`config.mk`:
```
export PLATFORM = sky130hd
export DESIGN_NAME = uart_rx_edge_sampler_flat
export DESIGN_NICKNAME = d
export VERILOG_FILES = /design/src/rtl/uart_rx_edge_sampler_if.sv /design/src/rtl/uart_rx_edge_sampler.sv /design/src/flat_wrapper.sv
export SDC_FILE = /design/constraint.sdc
export NUM_CORES = 1
export LEC_CHECK = 0
export ABC_AREA = 1
export CELL_PAD_IN_SITES_DETAIL_PLACEMENT = 0
export CELL_PAD_IN_SITES_GLOBAL_PLACEMENT = 1
export CORE_MARGIN = 10
export CORE_UTILIZATION = 35
export CTS_BUF_LIST = sky130_fd_sc_hd__clkbuf_4 sky130_fd_sc_hd__clkbuf_8
export CTS_CLUSTER_SIZE = 8
export DETAILED_ROUTE_END_ITERATION = 6
export GPL_TIMING_DRIVEN = 0
export PLACE_DENSITY = 0.84
export SLEW_MARGIN = 20
export SYNTH_ARGS = -nofsm -noshare
export SYNTH_HDL_FRONTEND = slang
export SYNTH_SLANG_ARGS = --single-unit
```
`constraint.sdc`:
```
create_clock -name CLK -period 1.55 [get_ports CLK]
set_clock_uncertainty 0.2 [all_clocks]
set_input_delay 0.31 -clock CLK [delete_from_list [all_inputs] [get_ports CLK]]
set_output_delay 0.31 -clock CLK [all_outputs]
set_load 0.01 [all_outputs]
```
`src/rtl/uart_rx_edge_sampler_if.sv`:
```
// uart_rx_edge_sampler_if
//   Bundles the UART receiver front-end signals between the receive FSM side
//   (master) and the edge sampler (slave). Signal prefixes are taken from the
//   sampler's point of view: i_ = into the sampler, o_ = out of the sampler.
//
//   i_s_data       raw serial line, asynchronous, idles high
//   i_prescale     oversampling ratio (8/16/32 legal), static while enabled
//   i_enable       edge/bit counting enable
//   i_samp_en      sampling enable
//   o_rx_sync      synchronized serial line
//   o_edge_count   oversample index within current bit
//   o_bit_count    current frame bit index, saturating at 15
//   o_sampled_bit  majority-voted value of the most recent bit
//   o_sample_valid one-cycle pulse when o_sampled_bit is updated
//   o_start_glitch one-cycle pulse on a false start bit
interface uart_rx_edge_sampler_if #(
  parameter int unsigned P_W = 6
);
  logic           i_s_data;
  logic [P_W-1:0] i_prescale;
  logic           i_enable;
  logic           i_samp_en;
  logic           o_rx_sync;
  logic [P_W-1:0] o_edge_count;
  logic [3:0]     o_bit_count;
  logic           o_sampled_bit;
  logic           o_sample_valid;
  logic           o_start_glitch;

  modport master (
    output i_s_data, i_prescale, i_enable, i_samp_en,
    input  o_rx_sync, o_edge_count, o_bit_count, o_sampled_bit, o_sample_valid,
           o_start_glitch
  );

  modport slave (
    input  i_s_data, i_prescale, i_enable, i_samp_en,
    output o_rx_sync, o_edge_count, o_bit_count, o_sampled_bit, o_sample_valid,
           o_start_glitch
  );
endinterface

```
`src/rtl/uart_rx_edge_sampler.sv`:
```
// uart_rx_edge_sampler
//   Front-end timing stage of the UART receiver: 2-flop synchronizer on the
//   serial line, oversampling edge counter, saturating bit counter and a
//   3-sample majority vote around the middle of each bit.
//
//   CLK     oversampling clock, rising edge
//   RST     asynchronous active-low reset
//   io_bus  slave side of uart_rx_edge_sampler_if (see interface header)
module uart_rx_edge_sampler #(
  parameter int unsigned P_W = 6
) (
  input logic                   CLK,
  input logic                   RST,
  uart_rx_edge_sampler_if.slave io_bus
);

  localparam logic [P_W-1:0] MinP = P_W'(8);

  logic [P_W-1:0] w_p;
  logic [P_W-1:0] w_last;
  logic [P_W-1:0] w_half;
  logic           w_samp;
  logic           w_at_s0;
  logic           w_at_s1;
  logic           w_at_dec;
  logic           w_majority;

  logic           r_sync1;
  logic           r_sync2;
  logic           r_s0;
  logic           r_s1;
  logic [P_W-1:0] r_edge_count;
  logic [3:0]     r_bit_count;
  logic           r_sampled_bit;
  logic           r_sample_valid;
  logic           r_start_glitch;

  // Effective ratio: clamp to 8 and force even so the half point is exact.
  always_comb begin
    if (io_bus.i_prescale < MinP) begin
      w_p = MinP;
    end else begin
      w_p = {io_bus.i_prescale[P_W-1:1], 1'b0};
    end
  end

  assign w_last = w_p - P_W'(1);
  assign w_half = w_p >> 1;

  assign w_samp   = io_bus.i_enable & io_bus.i_samp_en;
  assign w_at_s0  = w_samp && (r_edge_count == (w_half - P_W'(2)));
  assign w_at_s1  = w_samp && (r_edge_count == (w_half - P_W'(1)));
  assign w_at_dec = w_samp && (r_edge_count == w_half);

  // Third vote is the live synchronized line at the decision edge.
  assign w_majority = (r_s0 & r_s1) | (r_s0 & r_sync2) | (r_s1 & r_sync2);

  always_ff @(posedge CLK or negedge RST) begin
    if (!RST) begin
      r_sync1        <= 1'b1;
      r_sync2        <= 1'b1;
      r_s0           <= 1'b1;
      r_s1           <= 1'b1;
      r_edge_count   <= '0;
      r_bit_count    <= '0;
      r_sampled_bit  <= 1'b1;
      r_sample_valid <= 1'b0;
      r_start_glitch <= 1'b0;
    end else begin
      r_sync1 <= io_bus.i_s_data;
      r_sync2 <= r_sync1;

      if (!io_bus.i_enable) begin
        r_edge_count <= '0;
        r_bit_count  <= '0;
      end else if (r_edge_count >= w_last) begin
        // >= keeps the counter from running away if it ever exceeds P-1.
        r_edge_count <= '0;
        if (r_bit_count != 4'hF) begin
          r_bit_count <= r_bit_count + 4'd1;
        end
      end else begin
        r_edge_count <= r_edge_count + P_W'(1);
      end

      if (w_at_s0) begin
        r_s0 <= r_sync2;
      end
      if (w_at_s1) begin
        r_s1 <= r_sync2;
      end
      if (w_at_dec) begin
        r_sampled_bit <= w_majority;
      end
      r_sample_valid <= w_at_dec;
      r_start_glitch <= w_at_dec && (r_bit_count == 4'd0) && w_majority;
    end
  end

  assign io_bus.o_rx_sync      = r_sync2;
  assign io_bus.o_edge_count   = r_edge_count;
  assign io_bus.o_bit_count    = r_bit_count;
  assign io_bus.o_sampled_bit  = r_sampled_bit;
  assign io_bus.o_sample_valid = r_sample_valid;
  assign io_bus.o_start_glitch = r_start_glitch;

endmodule

```
`src/flat_wrapper.sv`:
```
// flat-port wrapper written by rule: the top's interface ports become plain ports
module uart_rx_edge_sampler_flat 
#(
  parameter int unsigned P_W = 6
)
  (CLK, RST, io_bus_i_s_data, io_bus_i_prescale, io_bus_i_enable, io_bus_i_samp_en, io_bus_o_rx_sync, io_bus_o_edge_count, io_bus_o_bit_count, io_bus_o_sampled_bit, io_bus_o_sample_valid, io_bus_o_start_glitch);
  uart_rx_edge_sampler_if #(.P_W(P_W)) io_bus_i ();
  input logic CLK;
  input logic RST;
  input wire logic [$bits(io_bus_i.i_s_data)-1:0] io_bus_i_s_data;
  input wire logic [$bits(io_bus_i.i_prescale)-1:0] io_bus_i_prescale;
  input wire logic [$bits(io_bus_i.i_enable)-1:0] io_bus_i_enable;
  input wire logic [$bits(io_bus_i.i_samp_en)-1:0] io_bus_i_samp_en;
  output wire logic [$bits(io_bus_i.o_rx_sync)-1:0] io_bus_o_rx_sync;
  output wire logic [$bits(io_bus_i.o_edge_count)-1:0] io_bus_o_edge_count;
  output wire logic [$bits(io_bus_i.o_bit_count)-1:0] io_bus_o_bit_count;
  output wire logic [$bits(io_bus_i.o_sampled_bit)-1:0] io_bus_o_sampled_bit;
  output wire logic [$bits(io_bus_i.o_sample_valid)-1:0] io_bus_o_sample_valid;
  output wire logic [$bits(io_bus_i.o_start_glitch)-1:0] io_bus_o_start_glitch;
  assign io_bus_i.i_s_data = io_bus_i_s_data;
  assign io_bus_i.i_prescale = io_bus_i_prescale;
  assign io_bus_i.i_enable = io_bus_i_enable;
  assign io_bus_i.i_samp_en = io_bus_i_samp_en;
  assign io_bus_o_rx_sync = io_bus_i.o_rx_sync;
  assign io_bus_o_edge_count = io_bus_i.o_edge_count;
  assign io_bus_o_bit_count = io_bus_i.o_bit_count;
  assign io_bus_o_sampled_bit = io_bus_i.o_sampled_bit;
  assign io_bus_o_sample_valid = io_bus_i.o_sample_valid;
  assign io_bus_o_start_glitch = io_bus_i.o_start_glitch;
  uart_rx_edge_sampler #(.P_W(P_W)) u_core (.CLK(CLK), .RST(RST), .io_bus(io_bus_i));
endmodule
```
==> impl_metrics.env, run 1 <==
export IMPL_die_w_um=83.1
export IMPL_avgSynthCellArea_um2=7.15
export IMPL_hold_buffers=0
export IMPL_clk_latency_ns=0.25
export IMPL_critPathArrivalTime_ns=2.21
export IMPL_path_max_fanout=8
export IMPL_leakagePower_nw=1.06
export IMPL_period_share=1.44
export IMPL_wl_per_cell_um=13.6
export IMPL_synth_compound_area_frac=0.0413
export IMPL_hold_ws_ns=0.152
export IMPL_clockBufferDepth=2
export IMPL_cpMostUsedCell="nand2_1"
export IMPL_synth_async_sr_flop_share=1.00
export IMPL_cts_num_sinks=17
export IMPL_first_global_vias=1476
export IMPL_start_util=0.372
export IMPL_dieArea_um2=6910
export IMPL_synth_enable_flop_cells=0
export IMPL_slew_viol_final=0
export IMPL_synth_fa_ha_area_frac=0.106
export IMPL_worstPathRequired_ns=1.53
export IMPL_period_needed_ns=2.23
export IMPL_powerDensity_nw_per_um2=618
export IMPL_place_detailed_hpwl_um=2770
export IMPL_boundaryPins=25
export IMPL_grt_ovfl_total=0
export IMPL_synthXorXnorAreaFrac=0.0377
export IMPL_drv_cap=0
export IMPL_slowest_stage="ha_4"
export IMPL_wirelength_um=4000
export IMPL_critPathLaunchType="primary input"
export IMPL_multi_input_area_um2=1040
export IMPL_nets=269
export IMPL_avgViaCountPerCell=4.90
export IMPL_synth_simple_area_share=0.413
export IMPL_setup_violations=12
export IMPL_path_cells="buf_12 > nor2_4 > nand2_8 > nand2_8 > ha_4 > inv_1 > nand3_1 > nand2_1 > ha_4 > nand2_1 > inv_1 > o21ai_2 > nand4_4 > nand2_4 > nand2_1 > o21ai_1"
export IMPL_ys_warn_count=0
export IMPL_relSlewSlack=0.501
export IMPL_netlist_instances=195
export IMPL_final_setup_worst_slack_ns=-0.681
export IMPL_synth_top_family_by_area="simple AND/OR/NAND/NOR gates"
export IMPL_slowest_delay_ns=0.23
export IMPL_ys_types=30
export IMPL_final_antenna_net_count=0
export IMPL_portBuffers=23
export IMPL_grt_max_degree=18
export IMPL_hp_class="flop to flop"
export IMPL_crit_start="io_bus_i_prescale[5]"
export IMPL_regArea_um2=435
export IMPL_root_buffer="clkbuf_8"
export IMPL_drive_gt1_frac=0.366
export IMPL_ys_ff_latch=17
export IMPL_hold_violations=0
export IMPL_firstDrtPassIters=5
export IMPL_track_usage=0.113
export IMPL_grt_pass1_wl_um=6740
export IMPL_synth_nets=217
export IMPL_n_fill_cell=374
export IMPL_htreeDepth=1
export IMPL_chipHeight_um=83.1
export IMPL_tightest_slew_ns=0.746
export IMPL_fmax_ghz=0.448
export IMPL_rsz0062_at_grt="yes"
export IMPL_synth_area_um2=1390
export IMPL_hold_start="u_core.r_sync1"
export IMPL_yosysSeqAreaShare=0.310
export IMPL_numCtsBuffers=3
export IMPL_path_clk_slew_ns=0.07
export IMPL_placed_cell_area_um2=1750
export IMPL_vias=1440
export IMPL_reg2reg_from="u_core.io_bus.o_edge_count[3]"
export IMPL_drt_initial_drc_count=69
export IMPL_antennaDiodeCount=0
export IMPL_cts_tree="built"
export IMPL_violations="negative setup slack"
export IMPL_place_gp_congestion=0.843
export IMPL_status="finished with violations"
export IMPL_muxShareOfSynthArea=0
export IMPL_crit_type="primary input to flop"
export IMPL_antenna_found_initial=0
export IMPL_drcViolationCount=0
export IMPL_coreArea_um2=3740
export IMPL_rows=22
export IMPL_end_kind="flop"
export IMPL_peakVddDrop_mv=0.459
export IMPL_synth_ff_type="dfrtp_1"
export IMPL_synthToLayoutAreaGrowth_pct=53.1
export IMPL_design_area_um2=2130
cell families (layout without fill, tap and decap cells):
| family | Yosys count | after routing |
|---|---|---|
| XOR/XNOR | 6 | 6 |
| buffers and inverters | 28 | 79 |
| AND/OR/NAND/NOR | 121 | 121 |
| adder cells (fa/ha/maj) | 12 | 12 |
| flip-flops | 17 | 17 |
| AO/OA/AOI/OAI | 11 | 11 |
cell usage in the layout (no fill, tap or decap), drive strengths merged:
master / n
clkbuf: 5
clkdlybuf4s50: 2
dfstp: 5
nand3: 19
nor2: 27
a21o: 1
inv: 24
o21ai: 7
buf: 30
dfrtp: 12
nand2: 64
or2: 1
dlygate4sd2: 12
nor3: 1
nand3b: 1
nand4: 6
xnor2: 2
maj3: 1
xor2: 4
clkinv: 2
clkdlybuf4s15: 4
nor3b: 2
ha: 11
a21oi: 3
routing by layer:
| metal | GRT usage | wire, um |
|---|---|---|
| met1 | 0.136 | 1770 |
| met4 | 0.0338 | 59 |
| met3 | 0.0244 | 197 |
| met2 | 0.193 | 1970 |
| met5 | 0 | 0 |
critical path: cells and delay by family:
| family | cells | cell delay (ns) |
|---|---|---|
| and+or+nand+nor | 9 | 1.04 |
| adders and majority gates | 2 | 0.39 |
| buffers and inverters | 3 | 0.21 |
| AOI/OAI and AO/OA | 2 | 0.24 |
path summary, 6_finish.rpt:
kind                                                       to  slack [ns]  cells past startpoint
worst max-delay path             u_core.io_bus.o_bit_count[0]       -0.68                     16
worst min-delay path                  u_core.io_bus.o_rx_sync        0.15                      0
worst max register to register   u_core.io_bus.o_bit_count[0]       -0.23                      8
worst min register to register        u_core.io_bus.o_rx_sync        0.15                      0
max in group asynchronous       u_core.io_bus.o_edge_count[3]        0.33                      1
min in group asynchronous        u_core.io_bus.o_bit_count[3]        0.30                      1
flip-flops by register name, indices dropped and copies added (netlist names):
name and flops:
u_core.io_bus.o_edge_count 6, u_core.io_bus.o_bit_count 4, u_core.io_bus.o_rx_sync 1, u_core.io_bus.o_sample_valid 1, u_core.io_bus.o_sampled_bit 1, u_core.io_bus.o_start_glitch 1, u_core.r_s0 1, u_core.r_s1 1
u_core.r_sync1 1
through the flow:
step                setup TNS [ns]  std cells  total power [mW]   util  setup WS (ns)
global route                 -8.11        294              1.42  0.570         -0.794
global placement            -18.86        266             0.923  0.468          -1.64
finish                       -6.67        294              1.32  0.570         -0.681
floorplan                    -6.25        195             0.775      -         -0.690
CTS                          -6.28        292              1.30  0.544         -0.621
detailed placement          -19.00        266             0.926  0.468          -1.66
Yosys cell counts (2+ instances only):
library cell / number / share of area
ha_1: 11 / 0.099
inv_1: 22 / 0.059
o21ai_0: 6 / 0.022
nand2_1: 56 / 0.15
xor2_1: 4 / 0.025
dfstp_2: 5 / 0.094
dfrtp_1: 12 / 0.22
nor2_2: 2 / 0.0090
nand4_1: 5 / 0.022
a21oi_1: 3 / 0.011
nor3b_1: 2 / 0.011
nor2_1: 25 / 0.067
nand2_4: 4 / 0.032
nand3_1: 18 / 0.065
nand2_2: 4 / 0.018
xnor2_1: 2 / 0.013
area by class of cell:
| type | instances | area share |
|---|---|---|
| inverters | 25 | 0.0522 |
| flip-flops and latches | 17 | 0.204 |
| plain buffers | 2 | 0.0117 |
| repair buffers | 48 | 0.196 |
| well taps | 48 | 0.0281 |
| clock buffers | 3 | 0.0193 |
| clock inverters | 1 | 0.00234 |
| multi-input cells | 150 | 0.486 |
where the power goes:
group,switching (mW),internal [mW]
clock,0.143,0.178
combinational,0.258,0.215
sequential,0.0316,0.493
timing repair:
item	in CTS	in global routing
setup endpoints to repair	29	17
setup buffers	22	3
resized for setup	69	24
pin swaps	31	25
No activity file was read; power rests on OpenSTA's default activity.
==> inputs of run 2 (changes only) <==
--- a/config.mk
+++ b/config.mk
@@ -14,6 +14,7 @@
 export CTS_CLUSTER_SIZE = 8
 export DETAILED_ROUTE_END_ITERATION = 6
 export GPL_TIMING_DRIVEN = 0
+export MAX_ROUTING_LAYER = met4
 export PLACE_DENSITY = 0.84
 export SLEW_MARGIN = 20
 export SYNTH_ARGS = -nofsm -noshare
==> run 2 against run 1 <==
Effect of this change:
- the flow still finishes with violations (negative setup slack)
- design area unchanged
- power up 0.19%
- via count up 0.49%
- register-to-register slack about the same
- combinational power about the same
- worst setup slack better by 0.018 ns
- die area unchanged
- largest cell class unchanged
==> impl_metrics.env, run 2 (synthesized netlist as in run 1, its figures left out) <==
export IMPL_hp_class="flop to flop"
export IMPL_largest_register_ffs=6
export IMPL_root_buffer="clkbuf_8"
export IMPL_track_usage=0.116
export IMPL_place_detailed_hpwl_um=2770
export IMPL_vias=1447
export IMPL_portBuffers=23
export IMPL_nets=269
export IMPL_slowest_stage="ha_4"
export IMPL_avgViaCountPerCell=4.92
export IMPL_ff2ff_path_depth=8
export IMPL_violations="negative setup slack"
export IMPL_drt_initial_drc_count=85
export IMPL_numCtsBuffers=3
export IMPL_final_antenna_net_count=0
export IMPL_crit_start="io_bus_i_prescale[5]"
export IMPL_tightest_slew_ns=0.747
export IMPL_cpMostUsedCell="nand2_1"
export IMPL_instances_no_fill=294
export IMPL_grt_pass1_wl_um=6750
export IMPL_final_setup_worst_slack_ns=-0.663
export IMPL_path_max_fanout=8
export IMPL_wl_per_cell_um=13.7
export IMPL_start_util=0.372
export IMPL_hold_buffers=0
export IMPL_post_place_cells=266
export IMPL_cts_tree="built"
export IMPL_rows=22
export IMPL_firstDrtPassIters=4
export IMPL_coreArea_um2=3740
export IMPL_design_area_um2=2130
export IMPL_period_needed_ns=2.21
export IMPL_reg2reg_from="u_core.io_bus.o_edge_count[3]"
export IMPL_die_w_um=83.1
export IMPL_critPathLaunchType="primary input"
export IMPL_fmax_ghz=0.452
export IMPL_final_util=0.570
export IMPL_clockBufferDepth=2
export IMPL_first_global_vias=1476
export IMPL_hold_ws_ns=0.154
export IMPL_chipHeight_um=83.1
export IMPL_min_delay_worst_endpoint="u_core.io_bus.o_rx_sync"
export IMPL_hold_start="u_core.r_sync1"
export IMPL_end_kind="flop"
export IMPL_grt_ovfl_total=0
export IMPL_critPathArrivalTime_ns=2.19
export IMPL_period_share=1.43
export IMPL_reg2reg_to="u_core.io_bus.o_bit_count[0]"
export IMPL_crit_family="simple AND/OR/NAND/NOR gates"
export IMPL_rsz0062_at_grt="yes"
export IMPL_placed_cell_area_um2=1750
export IMPL_wirelength_um=4020
export IMPL_path_clk_slew_ns=0.06
export IMPL_pre_cts_slack_ns=-1.66
export IMPL_status="finished with violations"
export IMPL_crit_buf_inv=3
export IMPL_peakVddDrop_mv=0.459
export IMPL_relSlewSlack=0.501
export IMPL_crit_type="primary input to flop"
export IMPL_slowest_delay_ns=0.22
export IMPL_layout_common_cells="nand2_1 (49), buf_4 (23), nor2_1 (22)"
export IMPL_fin_tns_setup_ns=-6.48
export IMPL_hold_violations=0
export IMPL_boundaryPins=25
export IMPL_slew_viol_final=0
export IMPL_cts_num_sinks=17
export IMPL_worstPathRequired_ns=1.53
export IMPL_place_gp_congestion=0.856
export IMPL_r2r_slack_ns=-0.23
export IMPL_drcViolationCount=0
export IMPL_grt_max_degree=18
export IMPL_dieArea_um2=6910
export IMPL_drive_gt1_frac=0.366
export IMPL_clk_latency_ns=0.25
export IMPL_whs_path_depth=0
export IMPL_path_cells="buf_12 > nor2_4 > nand2_8 > nand2_8 > ha_4 > inv_1 > nand3_1 > nand2_1 > ha_4 > nand2_1 > inv_1 > o21ai_2 > nand4_4 > nand2_4 > nand2_1 > o21ai_1"
export IMPL_leakagePower_nw=1.06
export IMPL_htreeDepth=1
export IMPL_antenna_found_initial=0
export IMPL_powerDensity_nw_per_um2=619
export IMPL_n_fill_cell=374
export IMPL_setup_violations=12
export IMPL_antennaDiodeCount=0
export IMPL_final_common_cell="nand2_1"
export IMPL_synthToLayoutAreaGrowth_pct=53.1
export IMPL_drv_cap=0
export IMPL_total_power_mw=1.32
[run 2: cell counts in the layout (fill, tap and decap cells not counted)]
Identical to the previous run, type by type.
[run 2: layout make-up]
cell class	count	area, um^2	area share
clock buffers	3	41.3	0.0193
well taps	48	60.1	0.0281
inverters	25	111	0.0522
plain buffers	2	25.0	0.0117
flip-flops and latches	17	435	0.204
clock inverters	1	5.00	0.00234
multi-input cells	150	1040	0.486
repair buffers	48	419	0.196
[run 2: routing by layer]
metal / track usage / vias to the layer above / part of all wire
met5: - / - / 0
li1: - / 721 / -
met2: 0.192 / 38 / 0.50
met4: 0.0338 / 0 / 0.014
met1: 0.141 / 682 / 0.46
met3: 0.0166 / 6 / 0.030
[run 2: power by group]
group	switching [mW]	internal (mW)	total (mW)
registers	0.0315	0.493	0.525
logic	0.258	0.215	0.473
clock network	0.145	0.178	0.323
[run 2: worst max path at each step]
stage | slack, ns | cells past startpoint | endpoint
2_1_floorplan | -0.69 | 13 | u_core.io_bus.o_bit_count[0]
3_3_place_gp | -1.64 | 15 | u_core.io_bus.o_bit_count[0]
3_5_place_dp | -1.66 | 15 | u_core.io_bus.o_bit_count[0]
4_1_cts | -0.62 | 16 | u_core.io_bus.o_bit_count[0]
5_1_grt | -0.79 | 15 | u_core.io_bus.o_bit_count[0]
6_report | -0.66 | 16 | u_core.io_bus.o_bit_count[0]
[run 2: what timing repair did]
action	CTS	global route
pin swaps	31	25
setup buffers	22	3
gates resized for setup	69	24
endpoints found under the setup margin	29	17
